**config.mk**
```make
export PLATFORM = sky130hd
export DESIGN_NAME = mc_ctrl
export DESIGN_NICKNAME = d
export VERILOG_FILES = /design/src/rtl/mc_ctrl.sv
export SDC_FILE = /design/constraint.sdc
export NUM_CORES = 1
export LEC_CHECK = 0
export ABC_AREA = 1
export CAP_MARGIN = 25
export CORE_UTILIZATION = 35
export DETAILED_ROUTE_END_ITERATION = 7
export GPL_TIMING_DRIVEN = 0
export PLACE_DENSITY = 0.56
export SLEW_MARGIN = 20
export SYNTH_ARGS = -nofsm -noshare
export SYNTH_HDL_FRONTEND = slang
export SYNTH_SLANG_ARGS = --single-unit
```
**constraint.sdc**
```tcl
create_clock -name clk -period 2.9 [get_ports clk]
set_input_delay 0.435 -clock clk [delete_from_list [all_inputs] [get_ports clk]]
set_output_delay 0.435 -clock clk [all_outputs]
set_load 0.02 [all_outputs]
```
**src/rtl/mc_ctrl.sv**
```systemverilog
// Multi-cycle control FSM for the MIPS-subset CPU.
// It sequences instruction fetch, decode, execute, memory and writeback, drives the IFU
// PC-update controls and the datapath enable strobes, and traps on illegal encodings or on
// a data-memory handshake that never completes.
module mc_ctrl #(
  parameter int unsigned TIMEOUT = 15,  // max mem_ready wait cycles before trapping (1..255)
  parameter int unsigned CNT_W   = 32   // retired-instruction counter width
) (
  input  logic             clk,
  input  logic             reset,      // asynchronous, active low
  input  logic [5:0]       opcode,
  input  logic [5:0]       funct,
  input  logic             zero,
  input  logic             mem_ready,
  output logic             pc_wr,
  output logic             npc_sel,
  output logic             jctl,
  output logic             ir_wr,
  output logic             reg_wr,
  output logic             reg_dst,
  output logic             alu_src,
  output logic             ext_op,
  output logic [1:0]       alu_op,
  output logic             mem_rd,
  output logic             mem_wr,
  output logic             mem_to_reg,
  output logic             trap,
  output logic [3:0]       state,
  output logic [CNT_W-1:0] instr_cnt
);

  localparam int unsigned WaitW = 8;

  localparam logic [5:0] OpRtype = 6'b000000;
  localparam logic [5:0] OpOri   = 6'b001101;
  localparam logic [5:0] OpLui   = 6'b001111;
  localparam logic [5:0] OpLw    = 6'b100011;
  localparam logic [5:0] OpSw    = 6'b101011;
  localparam logic [5:0] OpBeq   = 6'b000100;
  localparam logic [5:0] OpJ     = 6'b000010;
  localparam logic [5:0] FnAddu  = 6'b100001;
  localparam logic [5:0] FnSubu  = 6'b100011;

  localparam logic [1:0] AluAdd = 2'd0;
  localparam logic [1:0] AluSub = 2'd1;
  localparam logic [1:0] AluOr  = 2'd2;
  localparam logic [1:0] AluLui = 2'd3;

  typedef enum logic [3:0] {
    StInit   = 4'd0,
    StFetch  = 4'd1,
    StDecode = 4'd2,
    StExe    = 4'd3,
    StMemRd  = 4'd4,
    StMemWr  = 4'd5,
    StWb     = 4'd6,
    StBranch = 4'd7,
    StJump   = 4'd8,
    StTrap   = 4'd9
  } state_e;

  typedef enum logic [3:0] {
    ClsAddu,
    ClsSubu,
    ClsOri,
    ClsLui,
    ClsLw,
    ClsSw,
    ClsBeq,
    ClsJ,
    ClsIll
  } cls_e;

  state_e           state_q, state_d;
  cls_e             cls_dec, cls_q, cls_d;
  logic [WaitW-1:0] wait_q, wait_d;
  logic [CNT_W-1:0] cnt_q, cnt_d;
  logic             in_mem;
  logic             timeout_hit;
  logic             cnt_inc;

  // Decode the live IR fields into an instruction class
  always_comb begin
    cls_dec = ClsIll;
    unique case (opcode)
      OpRtype: begin
        if (funct == FnAddu) begin
          cls_dec = ClsAddu;
        end else if (funct == FnSubu) begin
          cls_dec = ClsSubu;
        end else begin
          cls_dec = ClsIll;
        end
      end
      OpOri:   cls_dec = ClsOri;
      OpLui:   cls_dec = ClsLui;
      OpLw:    cls_dec = ClsLw;
      OpSw:    cls_dec = ClsSw;
      OpBeq:   cls_dec = ClsBeq;
      OpJ:     cls_dec = ClsJ;
      default: cls_dec = ClsIll;
    endcase
  end

  // The class is captured on the DECODE edge so later states see a stable instruction
  always_comb begin
    cls_d = cls_q;
    if (state_q == StDecode) begin
      cls_d = cls_dec;
    end
  end

  assign in_mem      = (state_q == StMemRd) || (state_q == StMemWr);
  // A ready in the final allowed cycle still completes the access normally
  assign timeout_hit = in_mem && !mem_ready && (wait_q == WaitW'(TIMEOUT - 1));

  // Next-state logic
  always_comb begin
    state_d = state_q;
    unique case (state_q)
      StInit:   state_d = StFetch;
      StFetch:  state_d = StDecode;
      StDecode: begin
        unique case (cls_dec)
          ClsBeq:  state_d = StBranch;
          ClsJ:    state_d = StJump;
          ClsIll:  state_d = StTrap;
          default: state_d = StExe;
        endcase
      end
      StExe: begin
        if (cls_q == ClsLw) begin
          state_d = StMemRd;
        end else if (cls_q == ClsSw) begin
          state_d = StMemWr;
        end else begin
          state_d = StWb;
        end
      end
      StMemRd: begin
        if (mem_ready) begin
          state_d = StWb;
        end else if (timeout_hit) begin
          state_d = StTrap;
        end
      end
      StMemWr: begin
        if (mem_ready) begin
          state_d = StFetch;
        end else if (timeout_hit) begin
          state_d = StTrap;
        end
      end
      StWb, StBranch, StJump: state_d = StFetch;
      StTrap:   state_d = StTrap;
      default:  state_d = StTrap;
    endcase
  end

  // Memory wait counter: counts stalled cycles, clears whenever the memory state is left
  always_comb begin
    wait_d = '0;
    if (in_mem && !mem_ready && !timeout_hit) begin
      wait_d = wait_q + WaitW'(1);
    end
  end

  // Retire an instruction on every return to FETCH except the one out of INIT
  assign cnt_inc = (state_d == StFetch) && (state_q != StInit) && (state_q != StFetch);

  always_comb begin
    cnt_d = cnt_q;
    if (cnt_inc) begin
      cnt_d = cnt_q + CNT_W'(1);
    end
  end

  // State, latched class, wait counter and retire counter
  always_ff @(posedge clk or negedge reset) begin
    if (!reset) begin
      state_q <= StInit;
      cls_q   <= ClsIll;
      wait_q  <= '0;
      cnt_q   <= '0;
    end else begin
      state_q <= state_d;
      cls_q   <= cls_d;
      wait_q  <= wait_d;
      cnt_q   <= cnt_d;
    end
  end

  // Moore outputs decoded from the state and the latched instruction class
  always_comb begin
    pc_wr      = 1'b0;
    npc_sel    = 1'b0;
    jctl       = 1'b0;
    ir_wr      = 1'b0;
    reg_wr     = 1'b0;
    reg_dst    = 1'b0;
    alu_src    = 1'b0;
    ext_op     = 1'b0;
    alu_op     = AluAdd;
    mem_rd     = 1'b0;
    mem_wr     = 1'b0;
    mem_to_reg = 1'b0;
    trap       = 1'b0;

    // ALU controls set up in EXE stay stable through MEM and WB
    if ((state_q == StExe) || in_mem || (state_q == StWb)) begin
      unique case (cls_q)
        ClsAddu: alu_op = AluAdd;
        ClsSubu: alu_op = AluSub;
        ClsOri: begin
          alu_op  = AluOr;
          alu_src = 1'b1;
        end
        ClsLui: begin
          alu_op  = AluLui;
          alu_src = 1'b1;
        end
        ClsLw, ClsSw: begin
          alu_op  = AluAdd;
          alu_src = 1'b1;
          ext_op  = 1'b1;
        end
        default: alu_op = AluAdd;
      endcase
    end

    unique case (state_q)
      StFetch: begin
        ir_wr = 1'b1;
        pc_wr = 1'b1;
      end
      StMemRd: mem_rd = 1'b1;
      StMemWr: mem_wr = 1'b1;
      StWb: begin
        reg_wr     = 1'b1;
        reg_dst    = (cls_q == ClsAddu) || (cls_q == ClsSubu);
        mem_to_reg = (cls_q == ClsLw);
      end
      StBranch: begin
        alu_op  = AluSub;
        alu_src = 1'b0;
        npc_sel = 1'b1;
        pc_wr   = zero;
      end
      StJump: begin
        pc_wr = 1'b1;
        jctl  = 1'b1;
      end
      StTrap:  trap = 1'b1;
      default: trap = 1'b0;
    endcase
  end

  assign state     = state_q;
  assign instr_cnt = cnt_q;

  // Structural invariants of the strobe outputs
  a_wr_excl: assert property (@(posedge clk) disable iff (!reset)
    $onehot0({reg_wr, mem_rd, mem_wr}));
  a_pc_ir: assert property (@(posedge clk) disable iff (!reset)
    (pc_wr && ir_wr) |-> (state_q == StFetch));

endmodule

```
After elaboration in Yosys (flattened, before gate mapping)

Index checks and enable logic that the tools add are counted.

Register bits after elaboration: 48
Output and inout bits: 50
Input bits: 16
Logic and storage cells: 82

Muxes and demuxes: 29
Equality and inequality tests: 28
Reduce and logical (&&, ||, !) cells: 19
Add/subtract/negate cells: 2

Operators by type and width:

| kind                                                 | number |
|---|---|
| adder 32 x 1 -> 32 bit (second input constant)       | 1 |
| equality test 4 x 3 -> 1 bit (second input constant) | 8 |
| one-hot mux 4 bit (7 select lines)                   | 1 |
| equality test 6 bit (second input constant)          | 4 |
| one-hot mux 4 bit (6 select lines)                   | 1 |
| 2-to-1 mux 4 bit                                     | 5 |
| equality test 4 x 2 -> 1 bit (second input constant) | 4 |
| 2-to-1 mux 1 bit                                     | 14 |
| equality test 4 x 1 -> 1 bit (second input constant) | 3 |
| equality test 4 bit (second input constant)          | 3 |
| equality test 6 x 4 -> 1 bit (second input constant) | 2 |
| one-hot mux 4 bit (3 select lines)                   | 1 |
| adder 8 x 1 -> 8 bit (second input constant)         | 1 |
| equality test 8 x 4 -> 1 bit (second input constant) | 1 |
| zero test 4 bit                                      | 2 |
| 2-to-1 mux 2 bit                                     | 4 |
| 2-to-1 mux 8 bit                                     | 1 |
| OR reduction 4 bit                                   | 2 |
| equality test 6 x 2 -> 1 bit (second input constant) | 1 |
| equality test 6 x 3 -> 1 bit (second input constant) | 1 |
| zero test 6 bit                                      | 1 |
| one-hot mux 2 bit (3 select lines)                   | 1 |
| logical AND 1 bit                                    | 5 |
| logical OR 1 bit                                     | 4 |
| 5 further kinds                                      | 7 |

Longest topological paths before layout

Word-level depth: 10
Mapped depth: 14
Gate-level depth less buffers: 13

Least setup slack after synthesis

Ideal clock, no wire load.

Path kind: register to output
Start: reg state_q[3] (netlist: state[3])
End: out reg_dst
Setup slack: 491 ps
Arrival: 1,974 ps
Buffers on the path: 0
Stages on the path, launching flop included: 6
Required time: 2,465 ps
Cell sequence: dfrtp_1 inv_2 nand2_2 nor3_1 inv_1 nor4_1

Cells in the longest elaborated chain, start to end: 2

Ends and longest elaborated chain:

| element                      | line | RTL |
|---|---|---|
| start: declaration           | 74   | `state_e state_q, state_d;` |
| start signal: assignment     | 181  | `state_q <= StInit;` |
| start signal: assignment     | 186  | `state_q <= state_d;` |
| equality test 4 x 3 -> 1 bit | 231  | `unique case (state_q)` |
| 2-to-1 mux 1 bit             | 231  |  |
| end: declaration             | 20   | `output logic reg_dst,` |

No other way between the ends.

Worst setup path in the final report

Start: reg state_q[3] (netlist: state[3])
End: out alu_src

Cells in the longest elaborated chain, start to end: 6
Elaborated cells between the ends (all ways): 10
Classes of those cells: 5 x eq/ne; 2 x mux; 3 x reduce/logical

Ends and longest elaborated chain:

| element                        | line | RTL |
|---|---|---|
| equality test 4 x 3 -> 1 bit   | 113  | `assign in_mem = (state_q == StMemRd) \|\| (state_q == StMemWr);` |
| logical OR 1 bit               | 113  |  |
| logical OR 1 bit (2 in series) | 210  | `if ((state_q == StExe) \|\| in_mem \|\| (state_q == StWb)) begin` |
| 2-to-1 mux 1 bit               | 210  |  |
| 2-to-1 mux 1 bit *             | 231  |  |
| end: declaration               | 21   | `output logic alu_src,` |

Mark *: on every way between the ends. The rest lies on a longest branch, timed or not.

==> results_dict.tcl <==
set metrics [dict create \
    status "completed" \
    synth_flop_cell "dfrtp_1" \
    portBuffers 65 \
    peakVddDrop_mv 0.306 \
    rsz0062_at_grt "no" \
    path_clk_slew_ps 90 \
    routed-wl-met2_um 4040 \
    crit_path_frequent_cell "o21ai_0" \
    htreeDepth 2 \
    antenna_found_initial 0 \
    drv_slew 0 \
    synth_cell_types 35 \
    row_count 34 \
    internal_power_w 0.00139 \
    grtUsageTotal 0.193 \
    synth.avg_cell_area_um2 7.19 \
    post_cts_resize_count 0 \
    hold_class "input pin to async pin" \
    wl_met3_um 342 \
    grt_pass1_vias 2993 \
    diodes 0 \
    rr_worst_depth 14 \
    switchingPower_w 0.00114 \
    place_congestion 0.872 \
    slew_headroom 0.689 \
    cts_setup_buffers 0 \
    fin_crit_sh 0.887 \
    max_stage_delay_ps 620 \
    critPathBufInv 3 \
    p_seq_frac 0.342 \
    ys_seq_area_frac 0.385 \
    ys_top_cells_by_area "dfrtp_1 38%, nand2_1 16%, nand3_1 8.2%" \
    cp_max_fo 6 \
    die_x_um 96.5 \
    syn_inst 435 \
    core_mm2 0.00868 \
    synth_seq_cells 48 \
    powerDensity_mw_per_mm2 629 \
    drc 0 \
    postCtsHoldBufs 0 \
    grt_overflow_total 0 \
    io_pins 66 \
    dieHeight_um 96.5 \
    initial_core_util 0.360 \
    synth_top_area_share 0.376 \
    grt_first_pass_wirelength_um 14000 \
    crit_path_start_kind "flop" \
    routed_wl_um 8130 \
    dp.cells 609 \
    required_ps 2470 \
    netlist_area_mm2 0.00313 \
    synth.top_cells.by_count "133 x nand2_1, 51 x nand3_1, 50 x nor2_1, 47 x dfrtp_1, 35 x inv_1" \
    finalCriticalPeriod_ps 2570 \
    cp_slowest_cell "clkdlybuf4s50_1" \
    clockBufferDepth 2 \
    cts_buffers 5 \
    critPathTopFamily "buffers and inverters" \
    clkPwrFrac 0.161 \
    avgRoutedWirePerCell_um 13.2 \
    dr_total_vias 3051 \
    tightestPinTransition_ps 464 \
    synth.largest_area_cell "dfrtp_1" \
    finalSetupViolCount 0 \
    clk_latency_ps 310 \
    r2r_slack_ps 740 \
    pwr-share-comb 0.498 \
    startpoint "state[3]" \
    synth_edf_count 0 \
    die-area_mm2 0.00931 \
    hold_viol_final 0 \
    area_growth_pct 28.4 \
    p_sw_frac 0.451 \
    fin_area_mm2 0.00401 \
    dpl.hpwl_um 6530 \
    critical_path_class "flop to output pin" \
    clockRootBuffer "clkbuf_8" \
    place_area_mm2 0.00393 \
    syn_nets 454 \
    grt_start_max_net_pins 32 \
    fin_nets 527 \
    wl_met1_um 3650 \
    worstPathArrival_ps 2140 \
    synth_most_common_cell "nand2_1" \
    postRouteAntennaNets 0 \
    p_leak_nw 1.87 \
    yosys_warnings 0 \
    fin_cells 617 \
    reg2reg_from "wait_q[0]" \
    skew_ps 5.33 \
    drive_above_1_share 0.0727 \
    routed_via_density 4.94 \
    cap_violations 0 \
    drt-pass1-iter-count 4 \
    highest-signal-layer "met4" \
    cts_tree "yes" \
    cts.sinks 48 \
    max_freq_mhz 389 \
    critPathCaptureType "output pin" \
    reg2reg_to "instr_cnt[15]" \
    async_reset_ff_frac 1.00 \
    initialDrtViolationCount 104 \
    path_cells "inv_2, nand2_2, o21ai_0, inv_1, o21ai_0, clkdlybuf4s50_1" \
]
-- cells by family (layout without fill, tap and decap cells) --
family / count (synthesis) / after routing / share of synthesized area
AOI/OAI and AO/OA: 16 / 16 / 0.0312
adders and majority gates: 3 / 3 / 0.0120
and+or+nand+nor: 289 / 289 / 0.417
xor gates and xnor gates: 30 / 30 / 0.0841
DFF: 48 / 48 / 0.385
buffers and inverters: 49 / 123 / 0.0709
-- area by class of cell --
class / instances / area [µm²]
inverters: 39 / 146
fillers: 932 / 4660
plain buffers: 10 / 75.1
well taps: 108 / 135
repair buffers: 66 / 666
multi-input cells: 338 / 1700
flip-flops and latches: 48 / 1200
clock buffers: 5 / 68.8
clock inverters: 3 / 18.8
-- per-stage QoR --
| step | utilization | setup slack (ps) | hold slack, ps | setup TNS, ps | power, W |
|---|---|---|---|---|---|
| after floorplan | - | 491 | 139 | 0 | 0.00171 |
| after global placement | 0.451 | -36.1 | 478 | -1480 | 0.00213 |
| after detailed placement | 0.452 | 399 | 407 | 0 | 0.00214 |
| after CTS | 0.463 | 282 | 67.8 | 0 | 0.00256 |
| after global routing | 0.463 | 131 | 81.8 | 0 | 0.00274 |
| final | 0.463 | 328 | 60.8 | 0 | 0.00252 |
-- registers in the layout, summed over array words and instances, names as in the netlist --
signal,cells
instr_cnt,32
wait_q,8
cls_q,4
state,4
-- worst max path at each step --
stage / endpoint / cells past startpoint
2_1_floorplan: reg_dst / 5
3_5_place_dp: instr_cnt[15] / 14
3_3_place_gp: cls_q[0] / 1
5_1_grt: alu_src / 6
4_1_cts: alu_src / 6
6_report: alu_src / 6
-- routing by layer --
layer / vias to the layer above / global-route usage
li1: 1558 / -
met1: 1411 / 0.244
met2: 71 / 0.348
met3: 11 / 0.0266
met4: 0 / 0.0404
met5: - / 0
-- power groups by stage --
| stage | clock network (W) | registers (W) | logic [W] |
|---|---|---|---|
| floorplan | 0 | 0.000913 | 0.000796 |
| global placement | 0 | 0.000874 | 0.00126 |
| detailed placement | 0 | 0.000874 | 0.00127 |
| CTS | 0.000428 | 0.000860 | 0.00127 |
| global route | 0.000455 | 0.000879 | 0.00141 |
| finish | 0.000405 | 0.000862 | 0.00126 |
-- cells in the final DEF (no fill, tap or decap), types with 2 or more instances in the layout --
cell / count
and3_1: 3
nand3_1: 51
xnor2_1: 13
nand4_1: 8
inv_1: 35
nor2_1: 50
buf_4: 3
nand3_2: 3
buf_6: 3
nor3_2: 2
a21oi_1: 4
o21ai_0: 6
buf_2: 4
nor2_2: 2
clkdlybuf4s50_1: 64
nor3_1: 24
nand2_1: 133
nand2_2: 2
inv_2: 4
dfrtp_1: 47
clkbuf_8: 5
nor3b_1: 6
ha_1: 3
clkinv_2: 2
xor2_1: 17
(Power assumes the default switching activity.)
==> RTL change: new RTL, same settings <==
Re-encode `cls_e` (9 values) as one-hot, 9 bits wide.
--- a/src/rtl/mc_ctrl.sv
+++ b/src/rtl/mc_ctrl.sv
@@ -61,12 +61,12 @@
 
-  typedef enum logic [3:0] {
-    ClsAddu,
-    ClsSubu,
-    ClsOri,
-    ClsLui,
-    ClsLw,
-    ClsSw,
-    ClsBeq,
-    ClsJ,
-    ClsIll
+  typedef enum logic [8:0] {
+    ClsAddu = 9'b000000001,
+    ClsSubu = 9'b000000010,
+    ClsOri  = 9'b000000100,
+    ClsLui  = 9'b000001000,
+    ClsLw   = 9'b000010000,
+    ClsSw   = 9'b000100000,
+    ClsBeq  = 9'b001000000,
+    ClsJ    = 9'b010000000,
+    ClsIll  = 9'b100000000
   } cls_e;
Function: same outputs for any inputs over 10 cycles, from zero or initial values and one cycle with reset low; not proved beyond that.
==> RTL change against the original RTL <==
Cell area up 7.9%. Worst setup slack worse by 160 ps. Highest routed layer unchanged. Die area up 9.1%. Worst hold slack better by 84 ps. Wire length up 5.9%. Largest cell class unchanged. Via count up 5.7%. Sequential cell count up 5. Synthesized cell count up 8.5%. Synthesized area up 9.3%. Critical path type unchanged.
Power is not compared: it rests on default switching activity, and its combinational part moved more than twofold at a synthesized area within 25%.
==> RTL change: results <==
metrics = {
    "outcome": {
        "status": "finished, final reports clean",
    },
    "routing": {
        "drc": 0,
        "drt_iter0_drc": 143,
        "dr_total_vias": 3226,
        "drt-total-wl_mm": 8.61,
        "firstDrtPassIters": 4,
    },
    "synthesis": {
        "netlist_top_cells_count": "nand2_1, inv_1, dfrtp_1",
        "synth_xor_area_share_pct": 7.69,
        "synth_compound_area_share_pct": 4.58,
        "synthDistinctLibCells": 34,
        "async_flop_share_pct": 100,
        "synth_fa_ha_area_share_pct": 1.10,
        "syn_nets": 491,
        "syn_area_per_cell_um2": 7.24,
        "seq_area_frac_synth_pct": 38.9,
        "yosys-top-cells-area": "dfrtp_1, nand2_1, nand3_1",
    },
    "layout": {
        "largest_register_ffs": 32,
        "nFillCells": 983,
        "fin_nets": 563,
        "stdcell_count": 674,
        "drive_above_1_share_pct": 8.07,
        "diodes": 0,
    },
    "timing": {
        "tightest_slew_ps": 666,
        "finClkSkew_ps": 9.52,
        "hold_ws_ps": 145,
    },
    "place": {
        "dp_slack_ps": 441,
        "dp_hpwl_mm": 6.79,
        "dpl_cell_area_um2": 4230,
        "place.gp.congestion": 0.877,
    },
    "critical_path": {
        "reg2reg_slack_ps": 950,
        "reg2reg_depth": 8,
        "r2r_start": "instr_cnt[1]",
        "rr_endpoint": "instr_cnt[28]",
        "arrival_ps": 2300,
        "cp_max_fo": 3,
    },
    "global_route": {
        "grt_pass1_wl_mm": 14.7,
        "grt_use_total_pct": 18.3,
        "grt_pass1_vias": 3078,
        "grt_max_degree": 54,
    },
    "clock_tree": {
        "cts_resized": 0,
        "cts_setup_buffers": 0,
        "clk_path_buf_depth": 2,
    },
}
-- RTL change: cell families (layout without fill, tap and decap cells) --
family | after synthesis | count (layout)
xor+xnor | 30 | 30
flops | 53 | 53
fa+ha+maj | 3 | 3
buf+inv | 67 | 140
compound gates | 26 | 26
simple gates | 293 | 293
-- RTL change: worst max-delay path by stage --
stage	startpoint	to	slack (ps)
finish	cls_q[7]	alu_src	170
global placement	reset	instr_cnt[14]	-230
detailed placement	opcode[1]	instr_cnt[6]	440
CTS	state[3]	reg_dst	120
global route	cls_q[7]	alu_src	20
floorplan	state[3]	reg_dst	10
-- RTL change: worst max-delay path, stage by stage (launching register included) --
cell and delay [ps]:
dfrtp_1 390, or2_2 320, nor3_1 240, inv_1 90, nor3_1 220, or2_2 150, clkdlybuf4s50_1 580
-- RTL change: layer usage --
| layer | vias to the layer above | GRT usage (%) | share of wire (%) |
|---|---|---|---|
| met5 | - | 0 | 0 |
| met4 | 0 | 5.57 | 1.9 |
| met3 | 16 | 2.50 | 3.0 |
| met2 | 67 | 28.2 | 44 |
| met1 | 1469 | 26.6 | 51 |
| li1 | 1674 | - | - |
-- RTL change: power breakdown --
part           total [mW]  internal [mW]  switching (mW)
sequential          0.738          0.738               0
combinational      0.0481         0.0213          0.0268
clock               0.465          0.217           0.249
-- RTL change: final cells by class --
cell class / count / area (um^2) / area share, %
well taps: 129 / 161 / 3.73
multi-input cells: 352 / 1790 / 41.3
clock buffers: 7 / 96.3 / 2.23
clock inverters: 1 / 5.00 / 0.116
repair buffers: 65 / 651 / 15.0
plain buffers: 10 / 86.3 / 1.99
inverters: 57 / 214 / 4.94
flip-flops and latches: 53 / 1330 / 30.7
